[config.mk]
export PLATFORM = sky130hd
export DESIGN_NAME = top
export DESIGN_NICKNAME = d
export VERILOG_FILES = /design/src/rtl/quad_pkg.sv /design/src/rtl/fx_align_sat.sv /design/src/rtl/top.sv
export SDC_FILE = /design/constraint.sdc
export NUM_CORES = 2
export LEC_CHECK = 0
export CORE_MARGIN = 2
export CORE_UTILIZATION = 40
export DETAILED_ROUTE_END_ITERATION = 7
export PLACE_DENSITY_LB_ADDON = 0.2
export SYNTH_ARGS = -nofsm -noshare
export SYNTH_HDL_FRONTEND = slang
export SYNTH_HIERARCHICAL = 1
export SYNTH_SLANG_ARGS = --single-unit
export TNS_END_PERCENT = 30
[constraint.sdc]
create_clock -name clk -period 6.2 [get_ports clk]
set_clock_uncertainty 0.05 [all_clocks]
set_input_delay 0.93 -clock clk [delete_from_list [all_inputs] [get_ports clk]]
set_output_delay 0.93 -clock clk [all_outputs]
set_load 0.01 [all_outputs]
[src/rtl/quad_pkg.sv]
// Shared widths, saturation limits and types for the fixed-point sum-of-squares datapath.
package quad_pkg;
   localparam int WA = 14;
   localparam int WC = 29;
   localparam int WF = 8;
   localparam int WP = 2 * WA;

   localparam longint C_MAX = 64'sd268435455;
   localparam longint C_MIN = -64'sd268435456;

   typedef logic signed [WA-1:0] operand_t;
   typedef logic signed [WP-1:0] prod_t;
   typedef logic signed [WC-1:0] result_t;
endpackage

[src/rtl/fx_align_sat.sv]
// Realigns a signed product by a signed shift (left for positive, truncating right for negative)
// and saturates it to the result width.
module fx_align_sat
   import quad_pkg::*;
(
   input  prod_t             i_val,
   input  logic signed [9:0] i_shift,
   output result_t           o_val
);

   localparam int XW       = 64;
   localparam int SHL_SAFE = XW - WP - 1;

   function automatic result_t sat_c(input logic signed [XW-1:0] v);
      logic signed [XW-1:0] w_lim;
      if (v > C_MAX) begin
         w_lim = C_MAX;
      end else if (v < C_MIN) begin
         w_lim = C_MIN;
      end else begin
         w_lim = v;
      end
      return w_lim[WC-1:0];
   endfunction

   logic signed [XW-1:0] w_ext;
   logic signed [XW-1:0] w_wide;
   logic        [9:0]    w_lsh;
   logic        [10:0]   w_rsh;

   always_comb begin
      w_ext  = {{(XW-WP){i_val[WP-1]}}, i_val};
      w_lsh  = i_shift;
      w_rsh  = -$signed({i_shift[9], i_shift});
      w_wide = '0;
      if (!i_shift[9]) begin
         // Large left shifts would overflow the intermediate; any nonzero value is already past the clamp.
         if (w_lsh > 10'(SHL_SAFE)) begin
            if (i_val == '0) begin
               w_wide = '0;
            end else if (i_val[WP-1]) begin
               w_wide = C_MIN;
            end else begin
               w_wide = C_MAX;
            end
         end else begin
            w_wide = w_ext <<< w_lsh;
         end
      end else begin
         if (w_rsh >= 11'(XW)) begin
            w_wide = '0;
         end else begin
            w_wide = w_ext >>> w_rsh;
         end
      end
   end

   assign o_val = sat_c(w_wide);

endmodule

[src/rtl/top.sv]
// Three-stage pipelined c = a^2 + b^2 with runtime fractional formats, truncation and saturation.
// Format fields ride the pipeline with their operands so format changes apply per sample.
module top
   import quad_pkg::*;
(
   input  logic          clk,
   input  logic          rstn,
   input  logic [WF-1:0] num_frac_a,
   input  logic [WF-1:0] num_frac_b,
   input  logic [WF-1:0] num_frac_c,
   input  operand_t      a,
   input  operand_t      b,
   output result_t       c
);

   function automatic result_t sat_sum(input logic signed [WC:0] s);
      result_t w_res;
      if (longint'(s) > C_MAX) begin
         w_res = C_MAX[WC-1:0];
      end else if (longint'(s) < C_MIN) begin
         w_res = C_MIN[WC-1:0];
      end else begin
         w_res = s[WC-1:0];
      end
      return w_res;
   endfunction

   operand_t      r_a_p0, r_b_p0;
   logic [WF-1:0] r_fa_p0, r_fb_p0, r_fc_p0;
   prod_t         r_sa_p1, r_sb_p1;
   logic [WF-1:0] r_fa_p1, r_fb_p1, r_fc_p1;
   result_t       r_c_p2;

   logic signed [9:0]  w_da, w_db;
   result_t            w_ala, w_alb;
   logic signed [WC:0] w_sum;

   // Stage 0: capture operands and formats
   always_ff @(posedge clk or negedge rstn) begin
      if (!rstn) begin
         r_a_p0  <= '0;
         r_b_p0  <= '0;
         r_fa_p0 <= '0;
         r_fb_p0 <= '0;
         r_fc_p0 <= '0;
      end else begin
         r_a_p0  <= a;
         r_b_p0  <= b;
         r_fa_p0 <= num_frac_a;
         r_fb_p0 <= num_frac_b;
         r_fc_p0 <= num_frac_c;
      end
   end

   // Stage 1: squares
   always_ff @(posedge clk or negedge rstn) begin
      if (!rstn) begin
         r_sa_p1 <= '0;
         r_sb_p1 <= '0;
         r_fa_p1 <= '0;
         r_fb_p1 <= '0;
         r_fc_p1 <= '0;
      end else begin
         r_sa_p1 <= prod_t'(r_a_p0) * prod_t'(r_a_p0);
         r_sb_p1 <= prod_t'(r_b_p0) * prod_t'(r_b_p0);
         r_fa_p1 <= r_fa_p0;
         r_fb_p1 <= r_fb_p0;
         r_fc_p1 <= r_fc_p0;
      end
   end

   // Stage 2: align both squares to c's format, add, saturate
   assign w_da = $signed({2'b00, r_fc_p1}) - $signed({1'b0, r_fa_p1, 1'b0});
   assign w_db = $signed({2'b00, r_fc_p1}) - $signed({1'b0, r_fb_p1, 1'b0});

   fx_align_sat u_align_a (
      .i_val   (r_sa_p1),
      .i_shift (w_da),
      .o_val   (w_ala)
   );

   fx_align_sat u_align_b (
      .i_val   (r_sb_p1),
      .i_shift (w_db),
      .o_val   (w_alb)
   );

   assign w_sum = {w_ala[WC-1], w_ala} + {w_alb[WC-1], w_alb};

   always_ff @(posedge clk or negedge rstn) begin
      if (!rstn) begin
         r_c_p2 <= '0;
      end else begin
         r_c_p2 <= sat_sum(w_sum);
      end
   end

   assign c = r_c_p2;

endmodule

Word-level counts from Yosys, hierarchy flattened
Cells that the tools add are included.
{"block": "op_classes", "add_sub_neg": 5, "n_mul": 2, "n_lt_le_gt_ge": 10, "n_shift": 4, "muxes": 16, "n_reduce_logical": 2}
{"cell": "64-bit 2-to-1 mux", "count": 10}
{"cell": "29-bit 2-to-1 mux", "count": 6}
{"cell": "64-bit by 29-bit > comparator with 1-bit output (second input constant)", "count": 2}
{"cell": "64-bit by 29-bit less-than comparator with 1-bit output (second input constant)", "count": 2}
{"cell": "28-bit by 10-bit <<< shifter with 64-bit output", "count": 2}
{"cell": "28-bit by 11-bit >>> shifter with 64-bit output", "count": 2}
{"cell": "28-bit zero test", "count": 2}
{"cell": "14-bit by 14-bit multiplier with 28-bit output", "count": 2}
{"cell": "29-bit by 29-bit adder with 30-bit output", "count": 1}
{"cell": "30-bit by 29-bit > comparator with 1-bit output (second input constant)", "count": 1}
{"cell": "30-bit by 29-bit less-than comparator with 1-bit output (second input constant)", "count": 1}
{"cell": "11-bit by 7-bit greater-or-equal comparator with 1-bit output (second input constant)", "count": 2}
{"cell": "10-bit negator with 11-bit output", "count": 2}
{"cell": "10-bit by 6-bit > comparator with 1-bit output (second input constant)", "count": 2}
{"cell": "8-bit by 9-bit subtractor with 10-bit output", "count": 2}
{"block": "word_totals", "reg_bits": 161, "input_bits": 54, "wordCells": 50}

Depth between registers and ports, before layout
{"block": "depth", "word_depth": 12, "depth_mapped": 33, "mapped_depth_nobuf": 29}

Modules after synthesis
Netlist, hierarchy kept.
{"module": "top", "instances": 1, "cells_each": 1998, "area_each_um2": 19910.3}
{"module": "fx_align_sat", "instances": 2, "cells_each": 904, "area_each_um2": 6419.9}

Least setup slack after synthesis
No wires, ideal clock.
{"block": "synth_timing", "kind": "register to register", "from": "register r_fa_p1[1]", "to": "register r_c_p2[10] (netlist: c[10])", "t_arrival_ns": 6.489, "path_slack_ns": -0.464, "path_stages_with_launch": 34, "n_path_buf": 4, "period_less_slack_ns": 6.664, "cell_sequence": "dfrtp_1 -> inv_1 -> ha_1 -> nor2b_1 -> o21ai_0 -> a21boi_0 -> o21ai_0 -> nand2b_1 -> a21o_1 -> a21oi_1 -> xor2_1 -> buf_2 -> nor3_1 -> buf_2 -> nand2_1 -> nor2_1 -> or3_1 -> a21o_1 -> o31ai_1 -> nand4_1 -> o311ai_4 -> buf_6 -> nand2_1 -> ha_1 -> fa_1 -> a211oi_1 -> o21ai_1 -> a211o_1 -> a31oi_1 -> o22a_1 -> o311ai_4 -> nand2_4 -> buf_2 -> a21oi_1"}
{"block": "synth_between", "elab_chain_len": 12, "word_cells_on_any_way": 18, "cone_classes": "add/sub: 3; order compare: 6; shift: 2; mux: 7"}
{"element": "start, declared", "line": "top.sv:31", "rtl": "logic [WF-1:0] r_fa_p1, r_fb_p1, r_fc_p1;"}
{"element": "start signal, assigned", "line": "top.sv:66", "rtl": "r_fa_p1 <= r_fa_p0;"}
{"element": "8-bit by 9-bit subtractor with 10-bit output *", "line": "top.sv:73", "rtl": "assign w_da = $signed({2'b00, r_fc_p1}) - $signed({1'b0, r_fa_p1, 1'b0});"}
{"element": "named net w_da[8]", "line": "top.sv:34", "rtl": "logic signed [9:0] w_da, w_db;"}
{"element": "10-bit negator with 11-bit output", "line": "fx_align_sat.sv:34", "rtl": "w_rsh = -$signed({i_shift[9], i_shift});"}
{"element": "11-bit by 7-bit greater-or-equal comparator with 1-bit output / 28-bit by 11-bit >>> shifter with 64-bit output (equally long branches)", "line": "fx_align_sat.sv:50, fx_align_sat.sv:53"}
{"element": "64-bit 2-to-1 mux", "line": "fx_align_sat.sv:50", "rtl": "if (w_rsh >= 11'(XW)) begin"}
{"element": "64-bit 2-to-1 mux *", "line": "fx_align_sat.sv:36", "rtl": "if (!i_shift[9]) begin"}
{"element": "64-bit by 29-bit less-than comparator with 1-bit output", "line": "fx_align_sat.sv:18", "rtl": "end else if (v < C_MIN) begin"}
{"element": "29-bit 2-to-1 mux", "line": "fx_align_sat.sv:18"}
{"element": "29-bit 2-to-1 mux *", "line": "fx_align_sat.sv:16", "rtl": "if (v > C_MAX) begin"}
{"element": "named net w_ala[0]", "line": "top.sv:35", "rtl": "result_t w_ala, w_alb;"}
{"element": "29-bit by 29-bit adder with 30-bit output *", "line": "top.sv:88", "rtl": "assign w_sum = {w_ala[WC-1], w_ala} + {w_alb[WC-1], w_alb};"}
{"element": "30-bit by 29-bit less-than comparator with 1-bit output", "line": "top.sv:20", "rtl": "end else if (longint'(s) < C_MIN) begin"}
{"element": "29-bit 2-to-1 mux", "line": "top.sv:20"}
{"element": "29-bit 2-to-1 mux *", "line": "top.sv:18", "rtl": "if (longint'(s) > C_MAX) begin"}
{"element": "end signal, assigned", "line": "top.sv:94", "rtl": "r_c_p2 <= sat_sum(w_sum);"}
{"element": "end, declared", "line": "top.sv:32", "rtl": "result_t r_c_p2;"}
Mark *: on every way through the listed nets, which the timed path passes. The rest lies on a longest branch.

Final worst setup path
{"block": "layout_timing", "from": "register r_fa_p1[1]", "to": "register r_c_p2[26] (netlist: c[26])"}
The elaborated chain is that of the path after synthesis.

==> reports/qor.yml <==
run_status:
  outcome: "finished with violations"
  violations: "setup timing"
grt:
  grt_pass1_wl_um: 196000
  grt_pass1_vias: 33000
  grt_usage: 0.298
  grt-ovfl-total: 0
  grt_antenna_before_repair: 6
  grt_max_degree: 125
final_layout:
  fin_area_um2: 44400
  finish.net_count: 5296
  drive_above_1_share: 0.332
  final_util: 0.550
  antenna_cells: 0
  area_delta_synth_final_pct: 35.7
clocking:
  clock_sinks: 159
  cts_root_buf: "clkbuf_16"
  ctsHtreeMaxLevel: 4
  max-clock-path-buffers: 2
  clkLatencyLatePin_ns: 0.51
  numCtsBuffers: 17
  cts_tree: "done"
  clk_pin_slew_ns: 0.07
  cts_hold_buf: 0
worst_setup_path:
  cp.required_ns: 6.57
  worstSetupEndpointType: "flip-flop"
  r2r_cells: 36
  cpMostUsedCell: "buf_4"
  regToRegEndpoint: "c[26]"
  crit-reg2reg-launch: "r_fa_p1[1]"
  critPathArrivalTime_ns: 7.27
  crit_path_top_delay_cell: "o311ai_4"
  critPathMaxFanout: 12
  critPathKind: "flip-flop to flip-flop"
  crit_path_start_kind: "flip-flop"
  critPathMaxStageDelay_ns: 0.44
  r2r_slack_ns: -0.70
  endpoint: "c[26]"
  startpoint: "r_fa_p1[1]"
sta:
  max_slew.worst_pin.slew_ns: 0.843
  max_freq_mhz: 145
  fin_tns_setup_ns: -18.91
  rsz0062_at_grt: "yes"
  finalHoldViolCount: 0
  maxSlewHeadroom: 0.432
  setup_viol: 29
  fin_crit_ns: 6.90
  setup_ws_ns: -0.703
  slew_violations: 0
  fin_crit_sh: 1.11
die:
  die_w_um: 290
  die_h_um: 290
  coreArea_um2: 80800
  die_area_um2: 84200
  start_util: 0.405
  rows: 104
  pin_count: 83
routing:
  drt_iter0_markers: 2676
  vias: 32500
  dr.pass1.iters: 5
  drcViolationCount: 0
  wl_per_cell_um: 21.8
  routed_wl_um: 126000
  vias_per_cell: 5.61
  final_antenna_net_count: 0
power:
  p_seq_frac: 0.081
  cellLeakagePower_nw: 20.9
  switchingPower_mw: 12.3
  power_frac_clock: 0.045
  intPower_mw: 12.1
  finalPower_mw: 24.4
  swShare: 0.505
  power_density_nw_per_um2: 549
  irDropWorstVdd_v: 0.000572
  power_frac_comb: 0.873
placed_design:
  dpl.hpwl_um: 104000
  dpl_cell_area_um2: 41300
  gp_congestion: 1.03
  port_buffers: 82
  dp_slack_ns: -1.02
yosys:
  synth_seq_cells: 159
  async_flop_share: 1.00
  seq_area_frac_synth: 0.121
  synth-warning-count: 6
  syn_avg_cell_area_um2: 8.60
  syn_inst: 3806
  yosysUniqueCellTypes: 107
  ys.flop_type: "dfrtp_1"
  syn_area_um2: 32800
  synth_edf_count: 0
min_path:
  hp-class: "input port to asynchronous set/reset pin"
flow_run:
  maxCapViolations: 0
cells by family (layout without fill, tap and decap cells):
family	count (synthesis)	after routing	synth area share
xor+xnor	126	126	0.0337
other cells	1	14	0.000115
flops	159	159	0.121
simple gates	1084	1087	0.164
fa+ha+maj	532	532	0.284
mux	282	283	0.126
compound gates	842	842	0.174
buf+inv	780	1683	0.0971
sequential cells by signal, indices dropped and copies added (netlist names):
name,cells
r_a_p0,14
r_sb_p1,27
r_b_p0,14
r_fc_p0,8
r_fa_p1,8
r_fb_p1,8
c,29
r_fc_p1,8
r_sa_p1,27
r_fb_p0,8
r_fa_p0,8
area by class of cell:
cell class	count	area [µm²]
flip-flops and latches	159	3990
clock inverters	14	140
clock buffers	18	439
multi-input cells	2884	27400
well taps	1060	1330
inverters	535	2010
repair buffers	1116	9130
fillers	7443	36400
worst max-delay path: cells and delay by family, from the launching register on:
family	cells	cell delay, ns
compound gates	16	3.34
xor+xnor	1	0.18
fa+ha+maj	2	0.64
buf+inv	11	1.59
flops	1	0.38
simple gates	6	0.64
worst min path at each step:
stage                           from          to  slack, ns  cells past startpoint
after floorplan           r_fa_p0[0]  r_fa_p1[0]       0.28                      0
after global placement    r_fb_p0[7]  r_fb_p1[7]       0.28                      0
after detailed placement  r_fc_p0[5]  r_fc_p1[5]       0.28                      0
after CTS                       rstn        c[5]       0.27                      1
after global routing            rstn        c[5]       0.30                      1
final                           rstn        c[5]       0.29                      1
layout by cell type, fill, tap and decap left out, drive strengths merged, types with 16 or more instances in the layout:
cell	Yosys	routed
buf	106	1034
o211ai	29	29
nand4	40	40
a31oi	38	38
nor2	261	262
o22ai	53	53
inv	532	541
clkbuf	139	19
o32ai	16	16
o221ai	21	21
o31ai	24	24
xor2	44	44
mux2i	124	124
ha	177	177
nor2b	53	53
o21ai	176	176
a211oi	30	30
fa	352	352
xnor2	82	82
nand3	94	94
a21o	51	51
a21oi	215	215
mux4	94	94
nor3	89	89
nor4	45	45
or2	22	22
mux2	64	65
nand2b	32	32
dfrtp	159	159
clkdlybuf4s50	0	81
nand2	298	300
and2	84	84
routing by layer:
| metal | GRT usage | wire (µm) |
|---|---|---|
| met4 | 0.0894 | 4150 |
| met1 | 0.417 | 56600 |
| met5 | 0 | 66 |
| met2 | 0.480 | 57700 |
| met3 | 0.0414 | 7720 |
repair_timing:
item,in CTS,in global routing
pin swaps,96,96
setup endpoints to repair,34,47
gates resized for setup,165,175
setup buffers,58,45
cloned,8,1
cells in the mapped netlist (all sizes together), types with 94 or more instances:
master,number,share of area
ha,177,0.068
a21oi,215,0.033
fa,352,0.22
clkbuf,139,0.016
o21ai,176,0.027
buf,106,0.020
nand2,298,0.035
dfrtp,159,0.12
mux4,94,0.065
nand3,94,0.014
inv,532,0.061
mux2i,124,0.039
nor2,261,0.030
power groups by stage:
stage               Combinational, mW  Sequential [mW]  Clock, mW
CTS                              20.7             1.98       1.15
detailed placement               20.0             2.00          0
floorplan                        13.5             1.79          0
global placement                 19.8             1.99          0
global route                     23.7             2.02       1.19
finish                           21.3             1.98       1.11
metrics by stage:
step,instances,hold WS [ns]
final,5786,0.294
after global routing,5786,0.302
after CTS,5745,0.273
after detailed placement,5647,0.285
after global placement,5647,0.283
after floorplan,3819,0.281
(Power assumes the default switching activity.)
